===== src/rtl/command_issue_queue_if.sv =====
// Front-end/separator/execution-unit signal bundle for command_issue_queue.
// master = scheduler/execution-unit side, slave = the queue itself.
interface command_issue_queue_if #(
    parameter int CMD_W = 56,
    parameter int CNT_W = 4
);
    logic [CMD_W-1:0] cmd_in;
    logic             cmd_valid;
    logic             cmd_ready;
    logic [CMD_W-1:0] Combined_Command;
    logic             Enable;
    logic             exec_done;
    logic             busy;
    logic [CNT_W-1:0] count;
    logic             done_err;

    modport master (
        output cmd_in, cmd_valid, exec_done,
        input  cmd_ready, Combined_Command, Enable, busy, count, done_err
    );

    modport slave (
        input  cmd_in, cmd_valid, exec_done,
        output cmd_ready, Combined_Command, Enable, busy, count, done_err
    );
endinterface


===== src/rtl/command_issue_queue.sv =====
// FIFO of combined PIM commands issued one at a time to the command separator,
// with a one-cycle Enable strobe and a wait for exec_done; opcode-0 entries are dropped.
module command_issue_queue #(
    parameter int DEPTH = 8,
    parameter int CMD_W = 56,
    parameter int CNT_W = $clog2(DEPTH) + 1
) (
    input  logic                  clk,
    input  logic                  rst,
    command_issue_queue_if.slave  bus
);
    localparam int PTR_W = $clog2(DEPTH);
    localparam logic [CNT_W-1:0] DEPTH_C = CNT_W'(DEPTH);
    localparam logic [CNT_W-1:0] ZERO_C  = {CNT_W{1'b0}};
    localparam logic [CNT_W-1:0] ONE_C   = CNT_W'(1);
    localparam logic [PTR_W-1:0] PTR_ONE = PTR_W'(1);

    typedef enum logic [1:0] {
        IDLE  = 2'd0,
        ISSUE = 2'd1,
        WAIT  = 2'd2
    } state_t;

    state_t           state_q, state_d;
    logic [CMD_W-1:0] mem_q [DEPTH];
    logic [CMD_W-1:0] mem_d [DEPTH];
    logic [PTR_W-1:0] wr_ptr_q, wr_ptr_d;
    logic [PTR_W-1:0] rd_ptr_q, rd_ptr_d;
    logic [CNT_W-1:0] count_q, count_d;
    logic [CMD_W-1:0] cmd_q, cmd_d;
    logic             enable_q, enable_d;
    logic             done_err_q, done_err_d;

    logic             push_s;
    logic             pop_s;
    logic [CMD_W-1:0] head_s;
    logic             head_nop_s;

    assign head_s     = mem_q[rd_ptr_q];
    assign head_nop_s = (head_s[CMD_W-1 -: 6] == 6'd0);
    // No bypass: readiness depends only on the registered occupancy.
    assign push_s     = bus.cmd_valid && (count_q != DEPTH_C);

    // Next-state, pop decision, FIFO bookkeeping and output registers.
    always_comb begin
        state_d    = state_q;
        cmd_d      = cmd_q;
        done_err_d = done_err_q;
        wr_ptr_d   = wr_ptr_q;
        rd_ptr_d   = rd_ptr_q;
        count_d    = count_q;
        mem_d      = mem_q;
        pop_s      = 1'b0;

        case (state_q)
            IDLE: begin
                if (bus.exec_done) begin
                    done_err_d = 1'b1;
                end else begin
                    done_err_d = done_err_q;
                end
                if (count_q != ZERO_C) begin
                    pop_s = 1'b1;
                    if (head_nop_s) begin
                        state_d = IDLE;
                    end else begin
                        state_d = ISSUE;
                        cmd_d   = head_s;
                    end
                end else begin
                    state_d = IDLE;
                end
            end
            ISSUE: begin
                if (bus.exec_done) begin
                    state_d = IDLE;
                end else begin
                    state_d = WAIT;
                end
            end
            WAIT: begin
                if (bus.exec_done) begin
                    state_d = IDLE;
                end else begin
                    state_d = WAIT;
                end
            end
            default: begin
                state_d = IDLE;
            end
        endcase

        if (push_s) begin
            mem_d[wr_ptr_q] = bus.cmd_in;
            wr_ptr_d        = wr_ptr_q + PTR_ONE;
        end else begin
            wr_ptr_d = wr_ptr_q;
        end

        if (pop_s) begin
            rd_ptr_d = rd_ptr_q + PTR_ONE;
        end else begin
            rd_ptr_d = rd_ptr_q;
        end

        case ({push_s, pop_s})
            2'b10:   count_d = count_q + ONE_C;
            2'b01:   count_d = count_q - ONE_C;
            default: count_d = count_q;
        endcase

        // Registered so that Enable is high exactly while state_q == ISSUE.
        enable_d = (state_d == ISSUE);
    end

    // Control state, pointers, occupancy and output registers with synchronous reset.
    always_ff @(posedge clk) begin
        if (rst) begin
            state_q    <= IDLE;
            wr_ptr_q   <= {PTR_W{1'b0}};
            rd_ptr_q   <= {PTR_W{1'b0}};
            count_q    <= ZERO_C;
            cmd_q      <= {CMD_W{1'b0}};
            enable_q   <= 1'b0;
            done_err_q <= 1'b0;
        end else begin
            state_q    <= state_d;
            wr_ptr_q   <= wr_ptr_d;
            rd_ptr_q   <= rd_ptr_d;
            count_q    <= count_d;
            cmd_q      <= cmd_d;
            enable_q   <= enable_d;
            done_err_q <= done_err_d;
        end
    end

    // Storage array; contents are don't-care after reset since count gates every read.
    always_ff @(posedge clk) begin
        mem_q <= mem_d;
    end

    assign bus.cmd_ready        = (count_q != DEPTH_C);
    assign bus.Combined_Command = cmd_q;
    assign bus.Enable           = enable_q;
    assign bus.busy             = (state_q != IDLE);
    assign bus.count            = count_q;
    assign bus.done_err         = done_err_q;
endmodule

===== src/flat_wrapper.sv =====
// flat-port wrapper written by rule: the top's interface ports become plain ports
module command_issue_queue_flat 
#(
    parameter int DEPTH = 8,
    parameter int CMD_W = 56,
    parameter int CNT_W = $clog2(DEPTH) + 1
)
  (clk, rst, bus_cmd_in, bus_cmd_valid, bus_exec_done, bus_cmd_ready, bus_Combined_Command, bus_Enable, bus_busy, bus_count, bus_done_err);
  command_issue_queue_if #(.CMD_W(CMD_W), .CNT_W(CNT_W)) bus_i ();
  input  logic clk;
  input  logic rst;
  input wire logic [$bits(bus_i.cmd_in)-1:0] bus_cmd_in;
  input wire logic [$bits(bus_i.cmd_valid)-1:0] bus_cmd_valid;
  input wire logic [$bits(bus_i.exec_done)-1:0] bus_exec_done;
  output wire logic [$bits(bus_i.cmd_ready)-1:0] bus_cmd_ready;
  output wire logic [$bits(bus_i.Combined_Command)-1:0] bus_Combined_Command;
  output wire logic [$bits(bus_i.Enable)-1:0] bus_Enable;
  output wire logic [$bits(bus_i.busy)-1:0] bus_busy;
  output wire logic [$bits(bus_i.count)-1:0] bus_count;
  output wire logic [$bits(bus_i.done_err)-1:0] bus_done_err;
  assign bus_i.cmd_in = bus_cmd_in;
  assign bus_i.cmd_valid = bus_cmd_valid;
  assign bus_i.exec_done = bus_exec_done;
  assign bus_cmd_ready = bus_i.cmd_ready;
  assign bus_Combined_Command = bus_i.Combined_Command;
  assign bus_Enable = bus_i.Enable;
  assign bus_busy = bus_i.busy;
  assign bus_count = bus_i.count;
  assign bus_done_err = bus_i.done_err;
  command_issue_queue #(.DEPTH(DEPTH), .CMD_W(CMD_W), .CNT_W(CNT_W)) u_core (.clk(clk), .rst(rst), .bus(bus_i));
endmodule

===== config.mk =====
export PLATFORM = sky130hd
export DESIGN_NAME = command_issue_queue_flat
export DESIGN_NICKNAME = d
export VERILOG_FILES = /design/src/rtl/command_issue_queue_if.sv /design/src/rtl/command_issue_queue.sv /design/src/flat_wrapper.sv
export SDC_FILE = /design/constraint.sdc
export NUM_CORES = 1
export LEC_CHECK = 0
export CORE_MARGIN = 1.5
export CORE_UTILIZATION = 45
export DETAILED_ROUTE_END_ITERATION = 8
export PLACE_DENSITY = 0.67
export SYNTH_ARGS = -nofsm -noshare
export SYNTH_HDL_FRONTEND = slang
export SYNTH_SLANG_ARGS = --single-unit

===== constraint.sdc =====
create_clock -name clk -period 9.1 [get_ports clk]
set_input_delay 1.82 -clock clk [delete_from_list [all_inputs] [get_ports clk]]
set_output_delay 1.82 -clock clk [all_outputs]
set_load 0.05 [all_outputs]

# Yosys cells after proc, flatten, opt, wreduce, memory -nomap -nowiden

Cells that the tools add are included.

Register bits: 518
Latch bits: 0
Memory bits (writable): 0
Bits in read-only memories: 0
Bits of input ports: 60
Output and inout bits: 64
Word-level logic and storage cells: 54
Memories: 0

Add/subtract/negate cells: 4
Multipliers: 0
Divide/modulo/power cells: 0
$lt $le $gt $ge: 3
Eq/ne operators: 6
Shift operators: 0
Multiplexer cells: 13
Bitwise operators: 3
Reduce and logical (&&, ||, !) cells: 10

Operator list:

| operator                                                                     | count |
|---|---|
| 448-bit bitwise mux                                                          | 1 |
| 56-bit binary-select mux with 3-bit select                                   | 1 |
| 56-bit demux with 3-bit select                                               | 1 |
| 56-bit 2-to-1 mux                                                            | 3 |
| 4-bit greater-or-equal comparator, second input constant                     | 2 |
| 3-bit inverter with 4-bit output                                             | 2 |
| 4-bit case mux with 2 select lines                                           | 1 |
| 3-bit by 1-bit adder with 3-bit output, second input constant                | 2 |
| 2-bit by 1-bit == test with 1-bit output, second input constant              | 3 |
| 6-bit zero test                                                              | 1 |
| 4-bit by 1-bit adder with 4-bit output, second input constant                | 1 |
| 2-bit == test, second input constant                                         | 2 |
| 4-bit by 1-bit less-than comparator with 1-bit output, second input constant | 1 |
| 1-bit 2-to-1 mux                                                             | 4 |
| 4-bit != test, second input constant                                         | 1 |
| 2-bit case mux with 2 select lines                                           | 1 |
| 2-bit nonzero test                                                           | 2 |
| 4-bit nonzero test                                                           | 1 |
| 4-bit by 1-bit subtractor with 4-bit output, second input constant           | 1 |
| 3-bit AND reduction                                                          | 1 |
| 1-bit logical AND                                                            | 2 |
| 2-bit zero test                                                              | 1 |
| 2-bit 2-to-1 mux                                                             | 1 |
| 2-bit AND reduction                                                          | 1 |
| other kinds (2)                                                              | 2 |

# Longest topological paths before layout

Gate-level depths: netlist (run 1).

Depth after elaboration: 9
Gate-level depth with buffers: 11
Gate-level depth less buffers: 11

# Worst setup path after synthesis (run 1)

OpenSTA, ideal clock, no wires.

Path type: input to register
From: in bus_cmd_valid
To: reg u_core.mem_q[392] in the netlist's numbering (enable)
Library setup time: 0.609 ns
Arrival time: 7.337 ns
Required time: 8.491 ns
Setup slack: 1.153 ns
Cell stages on the path: 2
Path buffers: 0
Cells stage by stage: nand2_1 nor4_1

Cells in the longest elaborated chain, start to end: 1

RTL lines:

| what                 | RTL line                   | text |
|---|---|---|
| start, declared      | flat_wrapper.sv:13         | `input wire logic [$bits(bus_i.cmd_valid)-1:0] bus_cmd_valid;` |
| 1-bit logical AND    | command_issue_queue.sv:42  | `assign push_s = bus.cmd_valid && (count_q != DEPTH_C);` |
| end signal, assigned | command_issue_queue.sv:139 | `mem_q <= mem_d;` |
| end, declared        | command_issue_queue.sv:25  | `logic [CMD_W-1:0] mem_q [DEPTH];` |

Every way passes these cells.
A chain may end at the register's enable or synchronous reset.

# Final worst setup path (run 1)

From: reg u_core.rd_ptr_q[0]
To: reg u_core.cmd_q[3], in the netlist u_core.bus.Combined_Command[3]

Cells in the longest elaborated chain, start to end: 7

RTL lines:

| what                                                     | RTL line                   | text |
|---|---|---|
| start, declared                                          | command_issue_queue.sv:28  | `logic [PTR_W-1:0] rd_ptr_q, rd_ptr_d;` |
| start signal, assigned                                   | command_issue_queue.sv:121 | `rd_ptr_q <= {PTR_W{1'b0}};` |
| start signal, assigned                                   | command_issue_queue.sv:129 | `rd_ptr_q <= rd_ptr_d;` |
| 3-bit inverter with 4-bit output (not written as such) * | command_issue_queue.sv:39  | `assign head_s = mem_q[rd_ptr_q];` |
| 56-bit binary-select mux with 3-bit select *             | command_issue_queue.sv:39  |  |
| 56-bit 2-to-1 mux (not written as such) * (2 in a row)   | command_issue_queue.sv:39  |  |
| 6-bit zero test                                          | command_issue_queue.sv:40  | `assign head_nop_s = (head_s[CMD_W-1 -: 6] == 6'd0);` |
| 1-bit inverter (no source line)                          | n/a                        |  |
| 3-bit AND reduction (no source line)                     | n/a                        |  |
| end signal, assigned                                     | command_issue_queue.sv:123 | `cmd_q <= {CMD_W{1'b0}};` |
| end signal, assigned                                     | command_issue_queue.sv:131 | `cmd_q <= cmd_d;` |
| end, declared                                            | command_issue_queue.sv:30  | `logic [CMD_W-1:0] cmd_q, cmd_d;` |

Every way passes the cells marked *; elsewhere a longest branch is shown, timed or not. The select of a mux whose other input is x is not followed.

==> results of run 1 <==
[logic make-up (layout without fill, tap and decap cells)]
group / after synthesis / count (layout)
adders and majority gates: 7 / 7
DFF: 518 / 518
and+or+nand+nor: 212 / 212
AOI/OAI and AO/OA: 78 / 78
buffers and inverters: 65 / 239
xor gates and xnor gates: 7 / 7
muxes: 169 / 169
[where the power goes]
part	total [mW]	internal, mW	switching, mW
Combinational	1.73	0.810	0.924
Clock	2.03	1.18	0.851
Sequential	2.95	2.81	0.143
[cells in the mapped netlist (3+ instances only)]
library cell	instances
inv_1	6
ha_1	7
buf_1	8
mux4_2	108
dfxtp_1	70
a21oi_1	65
nor3_1	14
mux2_1	6
buf_12	4
nand2b_1	4
nand2_1	108
mux2_4	40
nand3_1	3
xor2_1	5
clkbuf_1	28
mux2i_1	7
or3_1	3
edfxtp_1	448
buf_2	16
o21ai_0	4
nor2b_1	51
mux4_1	4
mux2_2	4
nand4_1	4
nor2_1	18
[area by class of cell]
type	count	area (µm²)
Clock buffer	60	1351
Clock inverter	34	281.5
Fill cell	3478	20570
Inverter	6	22.52
Multi-Input combinational cell	473	4945
Sequential cell	518	14860
Tap cell	592	740.7
Timing Repair Buffer	139	1349
[how the worst max path moves through the flow]
stage	endpoint	cells after the start	slack [ns]
floorplan	u_core.mem_q[392]$_DFFE_PP_	2	1.15
global placement	u_core.bus.Combined_Command[3]$_SDFFE_PP0P_	6	4.91
detailed placement	u_core.bus.Combined_Command[3]$_SDFFE_PP0P_	6	4.83
CTS	u_core.bus.Combined_Command[3]$_SDFFE_PP0P_	6	4.82
global route	u_core.bus.Combined_Command[3]$_SDFFE_PP0P_	6	4.62
finish	u_core.bus.Combined_Command[3]$_SDFFE_PP0P_	6	4.94
[state kept, by name, indices dropped and copies added (netlist names)]
register / count
u_core.bus.count: 4
u_core.bus.Enable: 1
u_core.wr_ptr_q: 3
u_core.rd_ptr_q: 3
u_core.bus.Combined_Command: 56
u_core.bus.done_err: 1
u_core.state_q: 2
u_core.mem_q: 448
[stage by stage]
stage / std cells / util, %
2_1_floorplan: 1056 / -
3_3_place_gp: 1728 / 49.68
3_5_place_dp: 1728 / 49.68
4_1_cts: 1822 / 53.38
5_1_grt: 1822 / 53.38
6_report: 1822 / 53.38
[critical path: cells and delay by family (launching register included)]
kind	cells	cell delay, ns
AOI/OAI and AO/OA	1	0.94
buffers and inverters	1	0.84
DFF	1	0.59
muxes	3	1.33
and+or+nand+nor	1	0.30
[routing by layer]
| metal | GRT usage, % | wire (µm) |
|---|---|---|
| met5 | 0 | 28 |
| met4 | 4.554 | 789 |
| met3 | 3.305 | 1981 |
| met2 | 27.61 | 18750 |
| met1 | 23.49 | 16880 |
==> results by group, run 1 <==
Global routing
  • Largest net degree at the start of global routing: 76
  • Initial antenna violation count: 2
  • Global route overflow: 0
  • Total GRT Usage: 16.94%
  • Global-route wire length before repair: 59.78 mm
  • Vias in the first global route: 10230

Power and ir drop
  • Pwr Total: 6.713 mW
  • Maximum VDD drop: 0.0002103 V
  • P_leak: 7.739 nW
  • Pwr dens: 285.0 nW/µm²

Synth
  • Mapped Nets: 1123
  • Syn Std Cell Area: 20100 µm²
  • Post-Synthesis Cells: 1056
  • Post-synth EDFFs: 448
  • Top cell type's share of synthesized area: 66.94%
  • Syn Area/Cell: 19.03 µm²
  • Asr flop ratio synth: 0%
  • Fraction of synthesized area in multiplexers: 16.52%
  • Main combinational cell family by area after synthesis: multiplexers
  • Synth Warn #: 0
  • Post-synthesis simple-gate area fraction: 4.987%
  • Post-synth top area cell: edfxtp_1
  • Synth top area cells: edfxtp_1, mux4_2, dfxtp_1
  • Top FF cell, synth: edfxtp_1
  • Sequential area share after synthesis: 73.91%
  • Synth Area in XOR/XNOR: 0.3051%
  • Post-synthesis compound-gate area fraction: 2.067%
  • Synth unique cells: 41
  • Adder-cell share of the synthesized area: 0.4358%
  • Synth Register Bits: 518

Worst setup path
  • Peak per-stage delay on the critical path: 0.94 ns
  • Arrival time worst endpoint: 4.60 ns
  • R2R Setup Slk: 4.94 ns
  • Worst R2R Start: u_core.rd_ptr_q[0]$_SDFFE_PP0P_
  • Worst EP required: 9.54 ns
  • CP Launch Type: flip-flop
  • Register-to-Register Path Depth: 6
  • Worst setup EP type: flip-flop
  • FF-to-FF End: u_core.bus.Combined_Command[3]$_SDFFE_PP0P_
  • Slowest CP cell: a31o_4
  • WS Path Type: reg -> reg
  • Crit-path cells: buf_4 > mux4_1 > mux2i_1 > and4_4 > a31o_4 > mux2_2
  • CP Max Fanout: 54
  • Critical Path Start: u_core.rd_ptr_q[0]$_SDFFE_PP0P_

Timing
  • Hold Vio Cnt, Final: 0
  • Final period util: 45.72%
  • Peak Freq: 240.4 MHz
  • Setup TNS: 0 ns
  • Slew Viols, Final: 0
  • Worst slew pin tran: 1.183 ns
  • Final number of setup-violating endpoints: 0
  • Setup WS post-layout: 4.940 ns
  • Rel. slew slack: 21.14%
  • RSZ-0062 raised after global routing: no
  • Final min period: 4.160 ns
  • Hold_ws: 0.4950 ns
  • Fin Clk Skew: 0.01304 ns

Final layout
  • Layout cell share with drive strength beyond 1: 21.38%
  • Final instance area: 23550 µm²
  • Final antenna diode count: 0
  • Commonest non-fill, non-tap cell in the layout: edfxtp_1
  • Area grow syn2layout: 17.20%
  • Commonest non-fill, non-tap cells in the layout: edfxtp_1, clkdlybuf4s50_1, nand2_1, mux4_2, dfxtp_1
  • Final #Nets: 1256

Routing
  • Antenna viol nets, final: 0
  • DR iter-0 viols: 975
  • Vias per Instance: 5.363
  • DRT Wirelength: 38.43 mm
  • Drt wl/cell: 21.09 µm
  • Total number of vias: 9771
  • Post-route DRC: 0
  • TritonRoute pass-1 iters: 5

Worst hold path
  • WHS Endpoint: u_core.bus.Combined_Command[55]$_SDFFE_PP0P_
  • Depth of the worst hold-timing path: 2
  • HP Start: u_core.bus.Combined_Command[55]$_SDFFE_PP0P_
  • Worst min-delay path class: reg -> reg

CTS
  • Clock buffer depth: 3
  • Post-CTS sizing: 0
  • Postcts setup bufs: 0
  • Sink Count: 518
  • Clk_lat worst skew: 0.57 ns
  • Cts hold-fix bufs: 0
  • Htree depth: 2
  • CTS root buffer: clkbuf_16
  • Clock slew at reported path FFs: 0.06 ns
  • CTS tree: done
  • CTS buffer count: 51

Placed design
  • Placed Area: 21920 µm²
  • Place WS: 4.832 ns
  • RD Place Congestion: 0.7392
  • I/O Buffers: 123
  • HPWL after DPL: 20.33 mm

Floorplanning
  • Core area: 44120 µm²
  • Rows: 77
  • Die Width: 214.3 µm
  • Initial Util: 45.55%
  • Die height: 214.3 µm
  • Die area: 45940 µm²
  • IO Count: 124

Run status
  • Outcome: completed

Flow run
  • MaxCap Viol Count: 0
(Power assumes the default switching activity.)
==> run 2, diff against run 1 <==
--- a/config.mk
+++ b/config.mk
@@ -8,7 +8,7 @@
 export CORE_MARGIN = 1.5
 export CORE_UTILIZATION = 45
 export DETAILED_ROUTE_END_ITERATION = 8
-export PLACE_DENSITY = 0.67
+export PLACE_DENSITY = 0.7
 export SYNTH_ARGS = -nofsm -noshare
 export SYNTH_HDL_FRONTEND = slang
 export SYNTH_SLANG_ARGS = --single-unit
==> constraint.sdc (replaced) <==
create_clock -name clk -period 3.4 [get_ports clk]
set_input_delay 0.68 -clock clk [delete_from_list [all_inputs] [get_ports clk]]
set_output_delay 0.68 -clock clk [all_outputs]
set_load 0.05 [all_outputs]
==> results by group, run 2 (synthesized netlist as in run 1, its figures left out) <==
CTS
  • CTS root buffer: clkbuf_16 (unchanged)
  • Clock slew at reported path FFs: 0.06 ns (about the same)
  • Post-CTS sizing: 0 (unchanged)
  • Postcts setup bufs: 0 (unchanged)
  • Clk_lat worst skew: 0.59 ns (was 0.57 ns)
  • CTS tree: done (unchanged)
  • Htree depth: 2 (unchanged)
  • Cts hold-fix bufs: 0 (unchanged)
  • Clock buffer depth: 3 (unchanged)
  • Sink Count: 518 (unchanged)
  • CTS buffer count: 52 (was 51)

Global routing
  • Routing usage on met2: 28.95% (was 27.61%)
  • Global route overflow: 0 (unchanged)
  • Met1 GRT Util: 24.03% (was 23.49%)
  • Busiest metal layer after global routing: met2 (unchanged)
  • Total GRT Usage: 17.63% (was 16.94%)
  • Largest net degree at the start of global routing: 57 (was 76)
  • GR met3 Demand/Resource: 4.071% (was 3.305%)
  • Global-route wire length before repair: 61.97 mm (was 59.78 mm)
  • Initial antenna violation count: 5 (was 2)
  • Vias in the first global route: 10310 (was 10230)

Worst setup path
  • Worst EP required: 3.86 ns (was 9.54 ns)
  • Peak per-stage delay on the critical path: 0.56 ns (was 0.94 ns)
  • WS Path Type: reg -> reg (unchanged)
  • Arrival time worst endpoint: 3.30 ns (was 4.60 ns)
  • Critical Path Start: u_core.rd_ptr_q[0]$_SDFFE_PP0P_ (unchanged)
  • CP Launch Type: flip-flop (unchanged)
  • Most frequent CP cell: buf_4
  • CP Max Fanout: 27 (was 54)
  • Slowest CP cell: dfxtp_4 (was a31o_4)
  • Crit-path cells: buf_4 > o311ai_0 > o32ai_1 > nor3_1 > buf_4 > a31o_4 > buf_12 > mux2_4 (was buf_4 > mux4_1 > mux2i_1 > and4_4 > a31o_4 > mux2_2)
  • R2R Setup Slk: 0.56 ns (was 4.94 ns)
  • Worst R2R Start: u_core.rd_ptr_q[0]$_SDFFE_PP0P_ (unchanged)
  • Worst setup EP type: flip-flop (unchanged)
  • Register-to-Register Path Depth: 8 (was 6)
  • FF-to-FF End: u_core.bus.Combined_Command[27]$_SDFFE_PP0P_ (was u_core.bus.Combined_Command[3]$_SDFFE_PP0P_)

Timing
  • Hold Vio Cnt, Final: 0 (unchanged)
  • Worst slew pin tran: 0.8335 ns (was 1.183 ns)
  • Slew Viols, Final: 0 (unchanged)
  • Final period util: 83.66% (was 45.72%)
  • Rel. slew slack: 44.43% (was 21.14%)
  • Setup TNS: 0 ns (unchanged)
  • Fin Clk Skew: 0.02215 ns (was 0.01304 ns)
  • RSZ-0062 raised after global routing: no (unchanged)
  • Peak Freq: 351.6 MHz (was 240.4 MHz)
  • Setup WS post-layout: 0.5557 ns (was 4.940 ns)
  • Final number of setup-violating endpoints: 0 (unchanged)
  • Final min period: 2.844 ns (was 4.160 ns)

Worst hold path
  • Worst min-delay path class: reg -> reg (unchanged)
  • HP Start: u_core.bus.Combined_Command[54]$_SDFFE_PP0P_ (was u_core.bus.Combined_Command[55]$_SDFFE_PP0P_)
  • WHS Endpoint: u_core.bus.Combined_Command[54]$_SDFFE_PP0P_ (was u_core.bus.Combined_Command[55]$_SDFFE_PP0P_)
  • Depth of the worst hold-timing path: 2 (unchanged)

Placed design
  • RD Place Congestion: 0.7456 (was 0.7392)
  • Cells after DPL: 1741 (was 1728)
  • I/O Buffers: 123 (unchanged)
  • Place WS: 0.4861 ns (was 4.832 ns)
  • HPWL after DPL: 22.01 mm (was 20.33 mm)

Floorplanning
  • Rows: 77 (unchanged)
  • Initial Util: 45.55% (unchanged)
  • Die Width: 214.3 µm (unchanged)
  • Die height: 214.3 µm (unchanged)
  • IO Count: 124 (unchanged)
  • Die area: 45940 µm² (unchanged)
  • Core area: 44120 µm² (unchanged)

Power and ir drop
  • Internal power: 13.04 mW (was 4.796 mW)
  • P_leak: 7.875 nW (was 7.739 nW)
  • Net switching power: 5.222 mW (was 1.917 mW)
  • Clk pwr share: 30.4% (was 30.2%)
  • Pwr dens: 764.0 nW/µm² (was 285.0 nW/µm²)
  • Maximum VDD drop: 0.0003930 V (was 0.0002103 V)
  • Sequential share of power: 43.0% (was 44.0%)
  • Logic pwr share: 26.6% (was 25.8%)
  • Pwr Total: 18.26 mW (was 6.713 mW)
  • Net Sw Frac: 28.59% (was 28.56%)

Final layout
  • Top reg by flops: u_core.mem_q (unchanged)
  • Largest register FFs: 448 (unchanged)
  • Commonest non-fill, non-tap cells in the layout: edfxtp_1, clkdlybuf4s50_1, mux4_2 (was edfxtp_1, clkdlybuf4s50_1, nand2_1, mux4_2, dfxtp_1)
  • Commonest non-fill, non-tap cell in the layout: edfxtp_1 (unchanged)
  • Area grow syn2layout: 18.93% (was 17.20%)
  • Final Non-Filler Cells: 1838 (was 1822)
  • Final #Nets: 1270 (was 1256)
  • Final core occ: 54.17% (was 53.38%)
  • Layout cell share with drive strength beyond 1: 22.81% (was 21.38%)

Run status
  • Outcome: completed (unchanged)

Routing
  • TritonRoute pass-1 iters: 5 (unchanged)
  • Post-route DRC: 0 (unchanged)
  • DR iter-0 viols: 755 (was 975)
  • Antenna viol nets, final: 0 (unchanged)
  • DRT Wirelength: 39.84 mm (was 38.43 mm)
  • Vias per Instance: 5.386 (was 5.363)
  • Total number of vias: 9899 (was 9771)
  • Drt wl/cell: 21.68 µm (was 21.09 µm)

Flow run
  • MaxCap Viol Count: 0 (unchanged)
-- run 2: how the worst max path moves through the flow --
stage,to
after floorplan,u_core.mem_q[392]$_DFFE_PP_
after global placement,u_core.bus.Combined_Command[44]$_SDFFE_PP0P_
after detailed placement,u_core.bus.Combined_Command[44]$_SDFFE_PP0P_
after CTS,u_core.bus.Combined_Command[27]$_SDFFE_PP0P_
after global routing,u_core.bus.Combined_Command[27]$_SDFFE_PP0P_
final,u_core.bus.Combined_Command[27]$_SDFFE_PP0P_
-- run 2: layout make-up --
cell class / count / area [µm²]
antenna: 1 / 2.502
clock buffer: 69 / 1466
clock inverter: 27 / 217.7
fill: 3442 / 20220
inverter: 6 / 22.52
multi-input combinational: 473 / 4999
sequential: 518 / 14870
tap: 592 / 740.7
timing repair buffer: 152 / 1584
-- run 2: power groups by stage --
| stage | Clock (mW) | Sequential, mW | Combinational, mW |
|---|---|---|---|
| 2_1_floorplan | 0 | 8.49 | 3.20 |
| 3_3_place_gp | 0 | 7.97 | 4.87 |
| 3_5_place_dp | 0 | 7.98 | 4.92 |
| 4_1_cts | 5.68 | 7.86 | 4.94 |
| 5_1_grt | 5.91 | 7.92 | 5.21 |
| 6_report | 5.56 | 7.85 | 4.86 |
-- run 2: routing by layer --
metal | wire [µm] | vias up | share of wire (%)
met1 | 17590 | 5138 | 44
li1 | - | 4457 | -
met5 | 43 | - | 0.11
met3 | 2186 | 51 | 5.5
met2 | 19390 | 245 | 49
met4 | 630 | 8 | 1.6
-- run 2: stage by stage --
| stage | hold slack, ns | instance area [µm²] |
|---|---|---|
| after floorplan | 0.5550 | 20200 |
| after global placement | 0.4532 | 22220 |
| after detailed placement | 0.4921 | 22220 |
| after CTS | 0.5001 | 23900 |
| after global routing | 0.5176 | 23900 |
| final | 0.4989 | 23900 |
-- run 2: worst max-delay path, delay by kind of cell, from the launching register on --
family	cells	cell delay [ns]
buffers and inverters	3	0.89
muxes	1	0.31
and+or+nand+nor	1	0.08
AOI/OAI and AO/OA	3	0.83
DFF	1	0.56
